===== src/rtl/audio_output_if.sv =====
// rtl/audio_output_if.sv - sample/mute inputs and pulse-density outputs of the stereo audio DAC
interface audio_output_if #(
   parameter int DW = 10
);
   logic [DW-1:0] i_dt_l;
   logic [DW-1:0] i_dt_r;
   logic          i_dt_en;
   logic          i_mute;
   logic          o_dac_l;
   logic          o_dac_r;
   logic          o_muted;

   modport master (
      output i_dt_l, i_dt_r, i_dt_en, i_mute,
      input  o_dac_l, o_dac_r, o_muted
   );

   modport slave (
      input  i_dt_l, i_dt_r, i_dt_en, i_mute,
      output o_dac_l, o_dac_r, o_muted
   );
endinterface


===== src/rtl/audio_output.sv =====
// rtl/audio_output.sv - stereo first-order delta-sigma DAC with soft mute ramping to midscale
module audio_output #(
   parameter int DW        = 10,
   parameter int RAMP_STEP = 4
) (
   input logic           i_clk,
   input logic           i_rst_n,
   audio_output_if.slave bus
);
   localparam logic [DW-1:0] MID  = {1'b1, {(DW-1){1'b0}}};
   localparam logic [DW:0]   STEP = (DW+1)'(RAMP_STEP);

   typedef enum logic [1:0] {MUTED, RAMP_UP, RUN, RAMP_DN} state_t;

   state_t        state, state_nxt;
   logic [DW-1:0] eff_l, eff_r, eff_l_nxt, eff_r_nxt;
   logic [DW-1:0] acc_l, acc_r;
   logic [DW-1:0] hold_l, hold_r;
   logic [DW-1:0] tgt_l, tgt_r;
   logic [DW-1:0] up_l, up_r, dn_l, dn_r;
   logic          dac_l, dac_r;

   // Move cur by STEP toward tgt, landing exactly on tgt once within reach.
   function automatic logic [DW-1:0] step_to(input logic [DW-1:0] cur, input logic [DW-1:0] tgt);
      logic signed [DW:0] diff;
      logic [DW:0]        mag;
      diff = $signed({1'b0, tgt}) - $signed({1'b0, cur});
      mag  = diff[DW] ? $unsigned(-diff) : $unsigned(diff);
      if (mag <= STEP)
         step_to = tgt;
      else if (diff[DW])
         step_to = cur - STEP[DW-1:0];
      else
         step_to = cur + STEP[DW-1:0];
   endfunction

   always_comb begin
      tgt_l     = bus.i_dt_en ? bus.i_dt_l : hold_l;
      tgt_r     = bus.i_dt_en ? bus.i_dt_r : hold_r;
      up_l      = step_to(eff_l, tgt_l);
      up_r      = step_to(eff_r, tgt_r);
      dn_l      = step_to(eff_l, MID);
      dn_r      = step_to(eff_r, MID);
      state_nxt = state;
      eff_l_nxt = eff_l;
      eff_r_nxt = eff_r;
      if (bus.i_dt_en) begin
         unique case (state)
            RUN: begin
               if (bus.i_mute) begin
                  state_nxt = RAMP_DN;
               end else begin
                  eff_l_nxt = bus.i_dt_l;
                  eff_r_nxt = bus.i_dt_r;
               end
            end
            RAMP_DN: begin
               if (!bus.i_mute) begin
                  state_nxt = RAMP_UP;
               end else begin
                  eff_l_nxt = dn_l;
                  eff_r_nxt = dn_r;
                  if (dn_l == MID && dn_r == MID)
                     state_nxt = MUTED;
               end
            end
            MUTED: begin
               eff_l_nxt = MID;
               eff_r_nxt = MID;
               if (!bus.i_mute)
                  state_nxt = RAMP_UP;
            end
            RAMP_UP: begin
               if (bus.i_mute) begin
                  state_nxt = RAMP_DN;
               end else begin
                  eff_l_nxt = up_l;
                  eff_r_nxt = up_r;
                  if (up_l == tgt_l && up_r == tgt_r)
                     state_nxt = RUN;
               end
            end
         endcase
      end
   end

   always_ff @(posedge i_clk or negedge i_rst_n) begin
      if (!i_rst_n) begin
         state  <= MUTED;
         eff_l  <= MID;
         eff_r  <= MID;
         hold_l <= MID;
         hold_r <= MID;
         acc_l  <= '0;
         acc_r  <= '0;
         dac_l  <= 1'b0;
         dac_r  <= 1'b0;
      end else begin
         state <= state_nxt;
         eff_l <= eff_l_nxt;
         eff_r <= eff_r_nxt;
         if (bus.i_dt_en) begin
            hold_l <= bus.i_dt_l;
            hold_r <= bus.i_dt_r;
         end
         // Carry out of the accumulator is the pulse-density bit.
         {dac_l, acc_l} <= {1'b0, acc_l} + {1'b0, eff_l};
         {dac_r, acc_r} <= {1'b0, acc_r} + {1'b0, eff_r};
      end
   end

   assign bus.o_dac_l = dac_l;
   assign bus.o_dac_r = dac_r;
   assign bus.o_muted = (state == MUTED);
endmodule


===== src/flat_wrapper.sv =====
// flat-port wrapper written by rule: the top's interface ports become plain ports
module audio_output_flat 
#(
   parameter int DW        = 10,
   parameter int RAMP_STEP = 4
)
  (i_clk, i_rst_n, bus_i_dt_l, bus_i_dt_r, bus_i_dt_en, bus_i_mute, bus_o_dac_l, bus_o_dac_r, bus_o_muted);
  audio_output_if #(.DW(DW)) bus_i ();
  input logic i_clk;
  input logic i_rst_n;
  input wire logic [$bits(bus_i.i_dt_l)-1:0] bus_i_dt_l;
  input wire logic [$bits(bus_i.i_dt_r)-1:0] bus_i_dt_r;
  input wire logic [$bits(bus_i.i_dt_en)-1:0] bus_i_dt_en;
  input wire logic [$bits(bus_i.i_mute)-1:0] bus_i_mute;
  output wire logic [$bits(bus_i.o_dac_l)-1:0] bus_o_dac_l;
  output wire logic [$bits(bus_i.o_dac_r)-1:0] bus_o_dac_r;
  output wire logic [$bits(bus_i.o_muted)-1:0] bus_o_muted;
  assign bus_i.i_dt_l = bus_i_dt_l;
  assign bus_i.i_dt_r = bus_i_dt_r;
  assign bus_i.i_dt_en = bus_i_dt_en;
  assign bus_i.i_mute = bus_i_mute;
  assign bus_o_dac_l = bus_i.o_dac_l;
  assign bus_o_dac_r = bus_i.o_dac_r;
  assign bus_o_muted = bus_i.o_muted;
  audio_output #(.DW(DW), .RAMP_STEP(RAMP_STEP)) u_core (.i_clk(i_clk), .i_rst_n(i_rst_n), .bus(bus_i));
endmodule

===== config.mk =====
export PLATFORM = sky130hd
export DESIGN_NAME = audio_output_flat
export DESIGN_NICKNAME = d
export VERILOG_FILES = /design/src/rtl/audio_output_if.sv /design/src/rtl/audio_output.sv /design/src/flat_wrapper.sv
export SDC_FILE = /design/constraint.sdc
export NUM_CORES = 1
export LEC_CHECK = 0
export CAP_MARGIN = 25
export CELL_PAD_IN_SITES_DETAIL_PLACEMENT = 0
export CELL_PAD_IN_SITES_GLOBAL_PLACEMENT = 2
export CORE_ASPECT_RATIO = 1.1
export CORE_MARGIN = 4
export CORE_UTILIZATION = 39
export DETAILED_ROUTE_END_ITERATION = 6
export PLACE_DENSITY_LB_ADDON = 0.08
export SLEW_MARGIN = 20
export SYNTH_ARGS = -nofsm -noshare
export SYNTH_HDL_FRONTEND = slang
export SYNTH_SLANG_ARGS = --single-unit
export TNS_END_PERCENT = 1

===== constraint.sdc =====
create_clock -name i_clk -period 4.57 [get_ports i_clk]
set_input_delay 0.914 -clock i_clk [delete_from_list [all_inputs] [get_ports i_clk]]
set_output_delay 0.914 -clock i_clk [all_outputs]
set_load 0.005 [all_outputs]

; ---- Yosys cells after proc, flatten, opt, wreduce, memory -nomap -nowiden
; Index checks and enable logic that the tools add are counted.
[word_totals]
register_bits = 64
inputBits = 24
out_inout_bits = 3
word_cells = 75
[classes]
n_addsub = 14
magnitude_cmp = 4
n_eq_ne = 14
mux = 29
n_reduce_logical = 5
[op_table]
columns = operator, n
row1 = $mux 10, 16
row2 = $pmux 10 s4, 2
row3 = $le 11x3->1 const B, 4
row4 = $mux 11, 4
row5 = $neg 11->11, 4
row6 = $add 10x10->11, 2
row7 = $sub 10x10->11, 2
row8 = $sub 10x10->11 const A, 2
row9 = $add 10x3->10 const B, 2
row10 = $eq 10x10->1, 2
row11 = $eq 10x10->1 const B, 2
row12 = $sub 10x3->10 const B, 2
row13 = $mux 2, 6
row14 = $ne 2x2->1 const B, 5
row15 = $pmux 2 s4, 1
row16 = $ne 3x2->1 const B, 2
row17 = $reduce_and 5->1, 1
row18 = $eq 2x2->1 const B, 2
row19 = $reduce_and 4->1, 1
row20 = $eq 2x1->1 const B, 1
row21 = $logic_and 1x1->1, 2
row22 = $logic_not 2->1, 1

; ---- Longest topological paths before layout
[depth]
depth_word = 11
mapped_depth = 20
depth_no_buf = 16

; ---- Worst setup path before layout
; No wires, ideal clock.
[synth_timing]
path_type = input port to flip-flop
from = in bus_i_dt_en
to = reg u_core.state[0]
setup_ns = 0.128
arrival_ns = 5.248
required_ns = 4.442
setup_slack_ns = -0.806
stages = 18
path_buffers = 3
cell_sequence = clkbuf_1 > buf_1 > buf_2 > mux2_2 > inv_1 > ha_1 > inv_1 > fa_1 > a211oi_2 > o21ai_2 > a31oi_4 > mux2i_1 > xnor2_1 > o21ai_0 > or3_1 > o32ai_1 > a21oi_2 > mux2_1
[synth_between]
elab_chain_cells = 10
word_cells_on_any_way = 19
classes_between = 4 x add/sub / 2 x order compare / 3 x eq/ne / 8 x mux / 2 x reduce/logical
[synth_lines]
columns = item, line
row1 = from (decl), flat_wrapper.sv:13  ; input wire logic [$bits(bus_i.i_dt_en)-1:0] bus_i_dt_en;
row2 = $mux 10 (*), --
row3 = via u_core.tgt_l[0], audio_output.sv:19  ; logic [DW-1:0] tgt_l, tgt_r;
row4 = $sub 10x10->11, audio_output.sv:27  ; diff = $signed({1'b0, tgt}) - $signed({1'b0, cur});
row5 = $neg 11->11, audio_output.sv:28  ; mag = diff[DW] ? $unsigned(-diff) : $unsigned(diff);
row6 = $mux 11, audio_output.sv:28
row7 = $le 11x3->1, audio_output.sv:29  ; if (mag <= STEP)
row8 = $mux 10, audio_output.sv:29
row9 = $eq 10x10->1 (*), audio_output.sv:79  ; if (up_l == tgt_l && up_r == tgt_r)
row10 = $logic_and 1x1->1 (*), audio_output.sv:79
row11 = $ne 3x2->1 (no source line) (*), --
row12 = $reduce_and 5->1 (no source line) (*), --
row13 = to (signal assigned), audio_output.sv:99  ; state <= state_nxt;
row14 = to (decl), audio_output.sv:15  ; state_t state, state_nxt;
; Mark *: on every way through the listed nets, which the timed path passes. The rest lies on a longest branch.
; A chain may end at the register's enable or synchronous reset.

; ---- Worst setup path in the final report
[layout_timing]
from = in bus_i_dt_en
to = reg u_core.eff_r[1]
[layout_between]
elab_chain_cells = 8
word_cells_on_any_way = 10
classes_between = 2 x add/sub / 1 x order compare / 6 x mux / 1 x reduce/logical
[layout_lines]
columns = item, line
row1 = $mux 10, audio_output.sv:39  ; tgt_r = bus.i_dt_en ? bus.i_dt_r : hold_r;
row2 = $sub 10x10->11, audio_output.sv:27
row3 = $neg 11->11, audio_output.sv:28
row4 = $mux 11, audio_output.sv:28
row5 = $le 11x3->1, audio_output.sv:29
row6 = $mux 10, audio_output.sv:29
row7 = $mux 10, audio_output.sv:74  ; if (bus.i_mute) begin
row8 = $pmux 10 s4, audio_output.sv:48  ; unique case (state)
row9 = to (signal assigned), audio_output.sv:101  ; eff_r <= eff_r_nxt;
row10 = to (decl), audio_output.sv:16  ; logic [DW-1:0] eff_l, eff_r, eff_l_nxt, eff_r_nxt;
; Parallel ways exist; a longest one is shown, timed or not. The select of a mux whose other input is x is not followed.

==> flow_summary.toml <==
[status]
outcome = "complete, no violations"

[clock_network]
clk_path_buf_depth = 2
cts_tree = "done"
root_buffer = "clkbuf_16"
clkLatencyLatePin_ns = 0.35
ctsHtreeMaxLevel = 3
cts.clk_slew.worst_paths_ns = 0.06
cts_sinks = 64
cts_buffers = 9
ctsHoldBuffers = 0

[timing]
fmax_mhz = 227
post-route-min-period_ns = 4.40
fin_tns_setup_ns = 0
rsz0062_at_grt = "yes"
setup-violations-final = 0
relSlewSlack_pct = 31.5
finClkSkew_ns = 0.0102
period_share_pct = 96.3
slew_viol_final = 0
hold-worst-slack_ns = 0.477
hold_viol_final = 0
tightest_slew_ns = 1.03

[min_path]
worstHoldPathType = "reg -> reg"

[drt]
viasPerCell = 5.63
drtIter0Drc = 388
drc = 0
via_count = 6983
drtPass1Iterations = 5
wl_per_cell_um = 18.4
routed_wl_mm = 22.8
antenna_left = 0

[critical_path]
start_kind = "input pin"
slowest_delay_ns = 0.41
crit_chain = "dlygate4sd2_1 > buf_12 > mux2i_4 > ha_2 > inv_1 > fa_2 > a21o_1 > buf_4 > a21oi_1 > xnor2_1 > buf_4 > a2111oi_1 > a41oi_1 > a211oi_1 > o211ai_1 > buf_4 > buf_4 > buf_4 > nor3b_4 > a22oi_1 > o2bb2ai_1"
crit_type = "in -> reg"
crit_top_cell = "buf_4"
cp_top_family = "compound AO/OA/AOI/OAI gates"
worst_ep_arrival_time_ns = 4.67
worstPathMaxFanout = 8
crit_required_ns = 4.84
slowest_stage = "a2111oi_1"
cp_num_buf_inv = 8
end_kind = "flip-flop"

[logic_synthesis]
ys_types = 86
syn_area_per_cell_um2 = 8.28
ys.flop_type = "dfrtp_1"
yosys.area.top_type = "dfrtp_1"
syn_inst = 849
syn_area_um2 = 7030
syn-num-nets = 930
synthArstFlopShare_pct = 100
synth_edf_count = 0
synth.yosys.seq_area_share_pct = 22.8
synth_area_leaders = "dfrtp_1, ha_1, xnor2_1"
ys_ff_latch = 64
yosys.area.top_type_share_pct = 21.4
ys_warn_count = 0

[grt]
antenna_found_initial = 0
grt_max_degree = 39
first_global_vias = 7049
grt_pass1_wl_mm = 36.2
overflow = 0
grt_usage_pct = 22.5

[power]
p_per_area_nw_per_um2 = 833
power.total_mw = 7.70
max-vdd-ir-drop_uv = 362
power_leakage_nw = 4.03

[finish]
final_common_cell = "buf_4"
fin_nets = 1078
final_cell_mix = "buf_4, xnor2_1, dfrtp_1"
drive_gt1_share_pct = 25.0
n_antenna_cell = 0
area_growth_pct = 31.5
fillers = 1769

[placement]
place.port_buffers = 26
dp_hpwl_mm = 17.5
place_congestion = 0.929

[floorplan]
io_pins = 27
core-area_um2 = 17700
die_h_um = 149
initial_core_util_pct = 39.6
rows = 51
die_width_um = 136
dieArea_um2 = 20200

[run]
maxCapViolCount = 0
area by class of cell:
class	instances	area, µm²	area share, %
inverters	65	246	2.67
clock buffers	13	270	2.92
clock inverters	3	40.0	0.433
repair buffers	176	1430	15.5
well taps	238	298	3.22
flip-flops and latches	64	1610	17.4
multi-input cells	681	5360	57.9
final timing paths:
kind,end,start,depth (start not counted),slack [ns]
worst max register to register,u_core.state[0],u_core.eff_l[3],12,0.63
max in group asynchronous,u_core.eff_r[9],i_rst_n,2,3.17
worst max-delay path,u_core.eff_r[1],bus_i_dt_en,21,0.17
worst min register to register,u_core.acc_l[0],u_core.acc_l[0],1,0.48
min in group asynchronous,u_core.acc_l[8],i_rst_n,1,0.56
worst min-delay path,u_core.acc_l[0],u_core.acc_l[0],1,0.48
sequential cells by signal, indices dropped and copies added, names as in the netlist:
| register | flops |
|---|---|
| u_core.acc_l | 10 |
| u_core.acc_r | 10 |
| u_core.eff_l | 10 |
| u_core.eff_r | 10 |
| u_core.hold_l | 10 |
| u_core.hold_r | 10 |
| u_core.state | 2 |
| u_core.bus.o_dac_l | 1 |
| u_core.bus.o_dac_r | 1 |
report_power, final:
group,switching (mW),total (mW),internal [mW]
logic,3.17,5.91,2.74
clock network,0.280,0.745,0.466
registers,0.230,1.04,0.809
per-layer routing:
layer / part of all wire [%] / GRT usage (%)
met2: 53 / 41.6
met5: 0 / 0
met4: 2.1 / 6.45
met3: 3.0 / 3.17
met1: 42 / 26.9
logic make-up after synthesis:
logic type | count (synthesis) | share of synthesized area [%]
buffers and inverters | 104 | 6.00
flip-flops | 64 | 22.8
multiplexers | 56 | 8.27
AO/OA/AOI/OAI | 253 | 24.4
AND/OR/NAND/NOR | 230 | 17.1
adder cells (fa/ha/maj) | 57 | 10.6
XOR/XNOR | 85 | 10.8
through the flow:
stage | setup slack [ns] | instance area (µm²) | cells | util (%)
after CTS | 0.158 | 9160 | 1240 | 51.7
after floorplan | -0.125 | 7120 | 849 | -
after global placement | -0.550 | 8530 | 1214 | 48.1
after global routing | -0.0265 | 9250 | 1240 | 52.1
final | 0.167 | 9250 | 1240 | 52.1
after detailed placement | -0.640 | 8530 | 1214 | 48.1
Yosys cell counts (12+ instances only):
library cell,number
a21o_1,18
a21oi_1,56
clkbuf_1,23
dfrtp_1,60
ha_1,53
inv_1,60
mux2_2,13
mux2i_1,39
nand2_1,46
nand3_1,29
nor2_1,51
nor3_1,15
o21ai_0,57
xnor2_1,72
xor2_1,12
what timing repair did:
item	4_1_cts	5_1_grt
setup buffers	10	0
pin swaps	20	9
cloned	0	0
setup endpoints to repair	21	15
gates resized for setup	43	18
(Power assumes the default switching activity.)
